File: src/rtl/rr_arb4_if.sv
// Handshake bundle between the round-robin arbiter and its downstream mux/consumer.
// Carries request lines, the grant presentation and the transfer count.
interface rr_arb4_if #(
    parameter int CNT_W = 8
);
    logic [3:0]       req;
    logic             out_ready;
    logic [1:0]       sel;
    logic [3:0]       grant;
    logic             out_valid;
    logic [CNT_W-1:0] xfer_cnt;

    modport master (
        input  req,
        input  out_ready,
        output sel,
        output grant,
        output out_valid,
        output xfer_cnt
    );

    modport slave (
        output req,
        output out_ready,
        input  sel,
        input  grant,
        input  out_valid,
        input  xfer_cnt
    );
endinterface

File: src/rtl/rr_arb4.sv
// Four-way round-robin arbiter driving a mux4 select with a valid/ready handshake.
// All outputs are registered; one IDLE cycle separates consecutive grants.
module rr_arb4 #(
    parameter int CNT_W = 8
) (
    input  logic         clk,
    input  logic         rst_n,
    rr_arb4_if.master    bus
);

    typedef enum logic {
        IDLE,
        GRANT
    } state_t;

    state_t           r_state;
    state_t           w_state_nxt;
    logic [1:0]       r_ptr;
    logic [1:0]       w_ptr_nxt;
    logic [1:0]       r_sel;
    logic [1:0]       w_sel_nxt;
    logic [3:0]       r_grant;
    logic [3:0]       w_grant_nxt;
    logic             r_valid;
    logic             w_valid_nxt;
    logic [CNT_W-1:0] r_cnt;
    logic [CNT_W-1:0] w_cnt_nxt;
    logic [1:0]       w_pick;
    logic [1:0]       w_idx;

    // Scan from farthest to nearest so the closest set bit after ptr wins.
    always_comb begin
        w_pick = r_ptr;
        w_idx  = r_ptr;
        for (int i = 3; i >= 0; i--) begin
            w_idx = r_ptr + 2'(i);
            if (bus.req[w_idx]) begin
                w_pick = w_idx;
            end
        end
    end

    always_comb begin
        w_state_nxt = r_state;
        w_ptr_nxt   = r_ptr;
        w_sel_nxt   = r_sel;
        w_grant_nxt = r_grant;
        w_valid_nxt = r_valid;
        w_cnt_nxt   = r_cnt;
        unique case (r_state)
            IDLE: begin
                if (|bus.req) begin
                    w_sel_nxt   = w_pick;
                    w_grant_nxt = 4'b0001 << w_pick;
                    w_valid_nxt = 1'b1;
                    w_state_nxt = GRANT;
                end
            end
            GRANT: begin
                if (bus.out_ready) begin
                    w_ptr_nxt   = r_sel + 2'd1;
                    w_cnt_nxt   = r_cnt + CNT_W'(1);
                    w_valid_nxt = 1'b0;
                    w_grant_nxt = 4'b0000;
                    w_state_nxt = IDLE;
                end
            end
            default: begin
                w_state_nxt = IDLE;
            end
        endcase
    end

    always_ff @(posedge clk or negedge rst_n) begin
        if (!rst_n) begin
            r_state <= IDLE;
            r_ptr   <= 2'd0;
            r_sel   <= 2'd0;
            r_grant <= 4'b0000;
            r_valid <= 1'b0;
            r_cnt   <= '0;
        end else begin
            r_state <= w_state_nxt;
            r_ptr   <= w_ptr_nxt;
            r_sel   <= w_sel_nxt;
            r_grant <= w_grant_nxt;
            r_valid <= w_valid_nxt;
            r_cnt   <= w_cnt_nxt;
        end
    end

    assign bus.sel       = r_sel;
    assign bus.grant     = r_grant;
    assign bus.out_valid = r_valid;
    assign bus.xfer_cnt  = r_cnt;

endmodule
File: src/flat_wrapper.sv
// flat-port wrapper written by rule: the top's interface ports become plain ports
module rr_arb4_flat 
#(
    parameter int CNT_W = 8
)
  (clk, rst_n, bus_req, bus_out_ready, bus_sel, bus_grant, bus_out_valid, bus_xfer_cnt);
  rr_arb4_if #(.CNT_W(CNT_W)) bus_i ();
  input  logic clk;
  input  logic rst_n;
  input wire logic [$bits(bus_i.req)-1:0] bus_req;
  input wire logic [$bits(bus_i.out_ready)-1:0] bus_out_ready;
  output wire logic [$bits(bus_i.sel)-1:0] bus_sel;
  output wire logic [$bits(bus_i.grant)-1:0] bus_grant;
  output wire logic [$bits(bus_i.out_valid)-1:0] bus_out_valid;
  output wire logic [$bits(bus_i.xfer_cnt)-1:0] bus_xfer_cnt;
  assign bus_i.req = bus_req;
  assign bus_i.out_ready = bus_out_ready;
  assign bus_sel = bus_i.sel;
  assign bus_grant = bus_i.grant;
  assign bus_out_valid = bus_i.out_valid;
  assign bus_xfer_cnt = bus_i.xfer_cnt;
  rr_arb4 #(.CNT_W(CNT_W)) u_core (.clk(clk), .rst_n(rst_n), .bus(bus_i));
endmodule
File: config.mk
export PLATFORM = sky130hd
export DESIGN_NAME = rr_arb4_flat
export DESIGN_NICKNAME = d
export VERILOG_FILES = /design/src/rtl/rr_arb4_if.sv /design/src/rtl/rr_arb4.sv /design/src/flat_wrapper.sv
export SDC_FILE = /design/constraint.sdc
export NUM_CORES = 1
export LEC_CHECK = 0
export ABC_CLOCK_PERIOD_IN_PS = 2500
export CORE_AREA = 2 2 52 44
export DETAILED_ROUTE_END_ITERATION = 7
export DIE_AREA = 0 0 54 46
export HOLD_SLACK_MARGIN = 0.03
export PLACE_DENSITY = 0.73
export SETUP_SLACK_MARGIN = 0.3
export SKIP_CTS_REPAIR_TIMING = 1
export SLEW_MARGIN = 20
export SYNTH_ARGS = -nofsm -noshare
export SYNTH_HDL_FRONTEND = slang
export SYNTH_SLANG_ARGS = --single-unit
File: constraint.sdc
create_clock -name clk -period 2.5 [get_ports clk]
set_clock_uncertainty 0.15 [all_clocks]
set_input_delay 0.375 -clock clk [delete_from_list [all_inputs] [get_ports clk]]
set_output_delay 0.375 -clock clk [all_outputs]
set_load 0.01 [all_outputs]
==> summary.md <==
The count of nets left with antenna violations once routing finished came out at 0. The number of antenna violations at the first check in global routing was 0. Registers take 450 um2. The tools report the worst relative slew slack as 48.1%.

The delay of the slowest cell on the worst path came out at 570 ps. The synthesized-area fraction occupied by xor and xnor cells is 8.26%. The tools report the clock tree root driver cell as sky130_fd_sc_hd__clkbuf_4.

The most instantiated library cell after synthesis is sky130_fd_sc_hd__dfrtp_1. The wire length of the first global-routing pass was 2580 um; the number of levels in the clock H-tree was 1. Registers are responsible for 45.6% of the overall power. The smallest setup slack after layout was 663 ps. The HPWL after detailed placement is 1280 um.

Setup repair after global routing left no endpoint under its margin. The multi-input combinational cells in the finished layout cover a total of 385 um2. The routed design has 1720 um of wire. The tools report the placer's final routability congestion estimate as 0.730.

Depth of the worst hold-timing path: 1. In this run the critical register-to-register path is launched from u_core.r_ptr[1]. The slowest cell on the critical path is sky130_fd_sc_hd__clkdlybuf4s50_1. The switching portion of total power is 34.1%.

TritonCTS built the clock tree. For this block, the initial DRC count from the detailed router was 9. Average footprint of a synthesized cell: 10.9 um2. The longest clock path from root to sink contains 2 buffers. In this run, the combinational gates consume 37.2% of the power. The vertical die dimension came out at 46 um.

For the number of max-slew violations in the final report, the log shows 0. The startpoint identified for the worst hold timing path is u_core.bus.xfer_cnt[7]. The tools report the post-placement cell area as 1080 um2. Clock-pin slew was measured on the worst setup and hold paths at 110 ps. The tools report the count of different cell masters after synthesis as 28. Once the floorplan was initialized, standard cells occupied 41.9% of the core. STA puts the critical path data required time at 1980 ps. When the netlist entered floorplanning its net count stood at 86.

In this run the core area contains 15 standard-cell rows. After synthesis the netlist holds a flip-flop and latch count of 18. The portion of synthesized area spent on multiplexers is 0%. The core region is 2030 um2. The run gives 408 ps as the minimum setup slack after placement.

The fraction of layout instances using a drive strength above 1 was 10.9%; the number of vias in the routed layout was 656. Data arrives at the worst endpoint at 1310 ps. 22 I/O pins were placed.

The cell count after synthesis came out at 78. The largest net degree at the start of global routing is 19. Fill cells in the final layout number 178. Static leakage: 0.468 nW. Dominant synthesized flop cell: sky130_fd_sc_hd__dfrtp_1. Measured along the x axis, the die boundary spans 54 um. The number of diodes added for antenna fixing was 0; the proportion of register bits with asynchronous set or reset after synthesis was 100%. The die covers 2480 um2.

After Yosys synthesis, full adders, half adders and majority gates account for 1.47% of the synthesized area. Post-route fraction of the period consumed by the critical path: 73.5%. The total net switching power was 363 uW; the compound-cell area share of the yosys netlist was 13.4%. The flow ran to the end, and the final reports show no timing, DRC or antenna violations. In this run, synthesis inferred 0 flip-flops with an integrated enable.

The tools report the maximum frequency from static timing analysis as 544 MHz. Synthesis warning total: 0. The count of buffer and inverter cells on the critical path was 1. Clock tree synthesis found a total of 18 sinks. After detailed routing, the number of remaining DRC violations is 0. The count of endpoints failing hold in the final timing report was 0; the area growth from synthesis to layout was 31.7%. The smallest clock period supported by the final layout is computed as 1840 ps. The instance count on the critical path is 1, and the netlist area before placement is 848 um2. For this run the aggregate overflow at the end of global routing stands at 0. The logs give 701 uW for the internal power contribution and 300 ps for the insertion delay of the later-clocked pin in the worst-skew pair. After detailed routing, the number of vias per cell comes to 5.21. The maximum vdd drop is 0.449 mV. The worst setup path is captured at a primary output. The worst hold path class was reg -> reg. The tools report the portion of the post-synthesis area used by sequential elements as 53.1%. The count of nets after finishing came out at 110.

For the setup total negative slack, the log shows 0 ps. Setup violations remaining at the end of the flow were counted as 0. In this design, the largest share of critical-path delay is due to buffers and inverters. The average detailed-routed wire length per instance came out at 13.6 um.

Walking the worst path, the cells encountered are clkdlybuf4s50_1. The cell type with the largest total area after synthesis was sky130_fd_sc_hd__dfrtp_1. Across the run, the number of max-cap violations was 0. The post-route standard cell area excluding fillers came out at 1120 um2. The number of buffers added by the clock tree synthesis step came out at 3. Maximum fanout along the worst path: 5. The number of iterations in the first detailed-routing pass came out at 4. In the post-synthesis netlist, the biggest area contributors are sky130_fd_sc_hd__dfrtp_1 (53%), sky130_fd_sc_hd__xnor2_1 (6.2%), sky130_fd_sc_hd__nand2_1 (5.8%).

For the number of global-route vias before repair, the log shows 543. At the pin with the least slew margin, the transition time is 776 ps. By count the netlist is led by sky130_fd_sc_hd__dfrtp_1 (18), sky130_fd_sc_hd__nand2_1 (13), sky130_fd_sc_hd__xnor2_1 (6).

The worst setup path startpoint was u_core.bus.xfer_cnt[2]. The category of the most critical setup path is reg -> out. In this run the power density over the cells is 952 nW/um2. Counting cells, the worst reg-to-reg path comes to 4. The count of buffers added on input and output ports is 21. The share of synthesized cell area in and, or, nand and nor gates is 22.3%.

The worst setup path is launched from a flop. Largest family of logic cells by synthesized area: simple AND/OR/NAND/NOR gates. The synthesized design devotes to its leading area cell type 53.1% of total area. For the global routing usage summed across all routing layers, the log shows 15.1%. The share of total power dissipated in the clock network is 17.1%. The tools report the utilization after layout as 55.1%.
## cell usage in the layout, fill, tap and decap left out, types with 2 or more instances in the layout
master / instances
sky130_fd_sc_hd__nor2b_1: 3
sky130_fd_sc_hd__dfrtp_1: 18
sky130_fd_sc_hd__xnor2_1: 6
sky130_fd_sc_hd__a32o_1: 2
sky130_fd_sc_hd__a21oi_1: 3
sky130_fd_sc_hd__nand2_1: 13
sky130_fd_sc_hd__clkdlybuf4s50_1: 21
sky130_fd_sc_hd__nor2_1: 4
sky130_fd_sc_hd__nand4_1: 3
sky130_fd_sc_hd__a211oi_2: 2
sky130_fd_sc_hd__xor2_1: 2
sky130_fd_sc_hd__o21ai_0: 5
sky130_fd_sc_hd__clkbuf_4: 3
## worst paths after layout
path                                                to  slack [ps]
max in group asynchronous       u_core.bus.xfer_cnt[5]        1350
worst min-delay path            u_core.bus.xfer_cnt[7]         330
worst max register to register     u_core.bus.grant[0]         960
min in group asynchronous          u_core.bus.grant[1]         360
worst max-delay path                   bus_xfer_cnt[2]         660
worst min register to register  u_core.bus.xfer_cnt[7]         330
## power groups by stage
stage	clock network [mW]	logic, mW	registers [mW]
global route	0.204	0.436	0.499
finish	0.182	0.396	0.485
global placement	0	0.394	0.485
detailed placement	0	0.400	0.488
CTS	0.190	0.402	0.483
floorplan	0	0.165	0.504
## per-stage QoR
stage                     total power [mW]  hold WS (ps)  cells
after floorplan                      0.669         -70.6     78
final                                 1.06           329    126
after CTS                             1.07           330    126
after global routing                  1.14           354    126
after global placement               0.879           311    122
after detailed placement             0.888           314    122
## layout make-up
cell class                 count  area share [%]
tap                           25            2.80
clock buffer                   4            3.25
multi-input combinational     57            34.5
timing repair buffer          21            18.8
inverter                       1           0.336
sequential                    18            40.3
## metal layers
layer	track usage, %	share of wire (%)	vias to the layer above
li1	-	-	329
met4	6.00	0.99	0
met3	4.93	4.3	2
met5	0	0	-
met1	23.5	52	308
met2	18.8	43	17
## state kept, by name (all words and copies together), names as in the netlist
signal and cells:
u_core.bus.xfer_cnt 8, u_core.bus.grant 4, u_core.bus.sel 2, u_core.r_ptr 2
u_core.bus.out_valid 1, u_core.r_state 1
## logic make-up after synthesis
kind of cell | count (synthesis)
xor gates and xnor gates | 8
AOI/OAI and AO/OA | 15
buffers and inverters | 3
adders and majority gates | 1
DFF | 18
and+or+nand+nor | 33
Power figures use the tool's default switching activity.
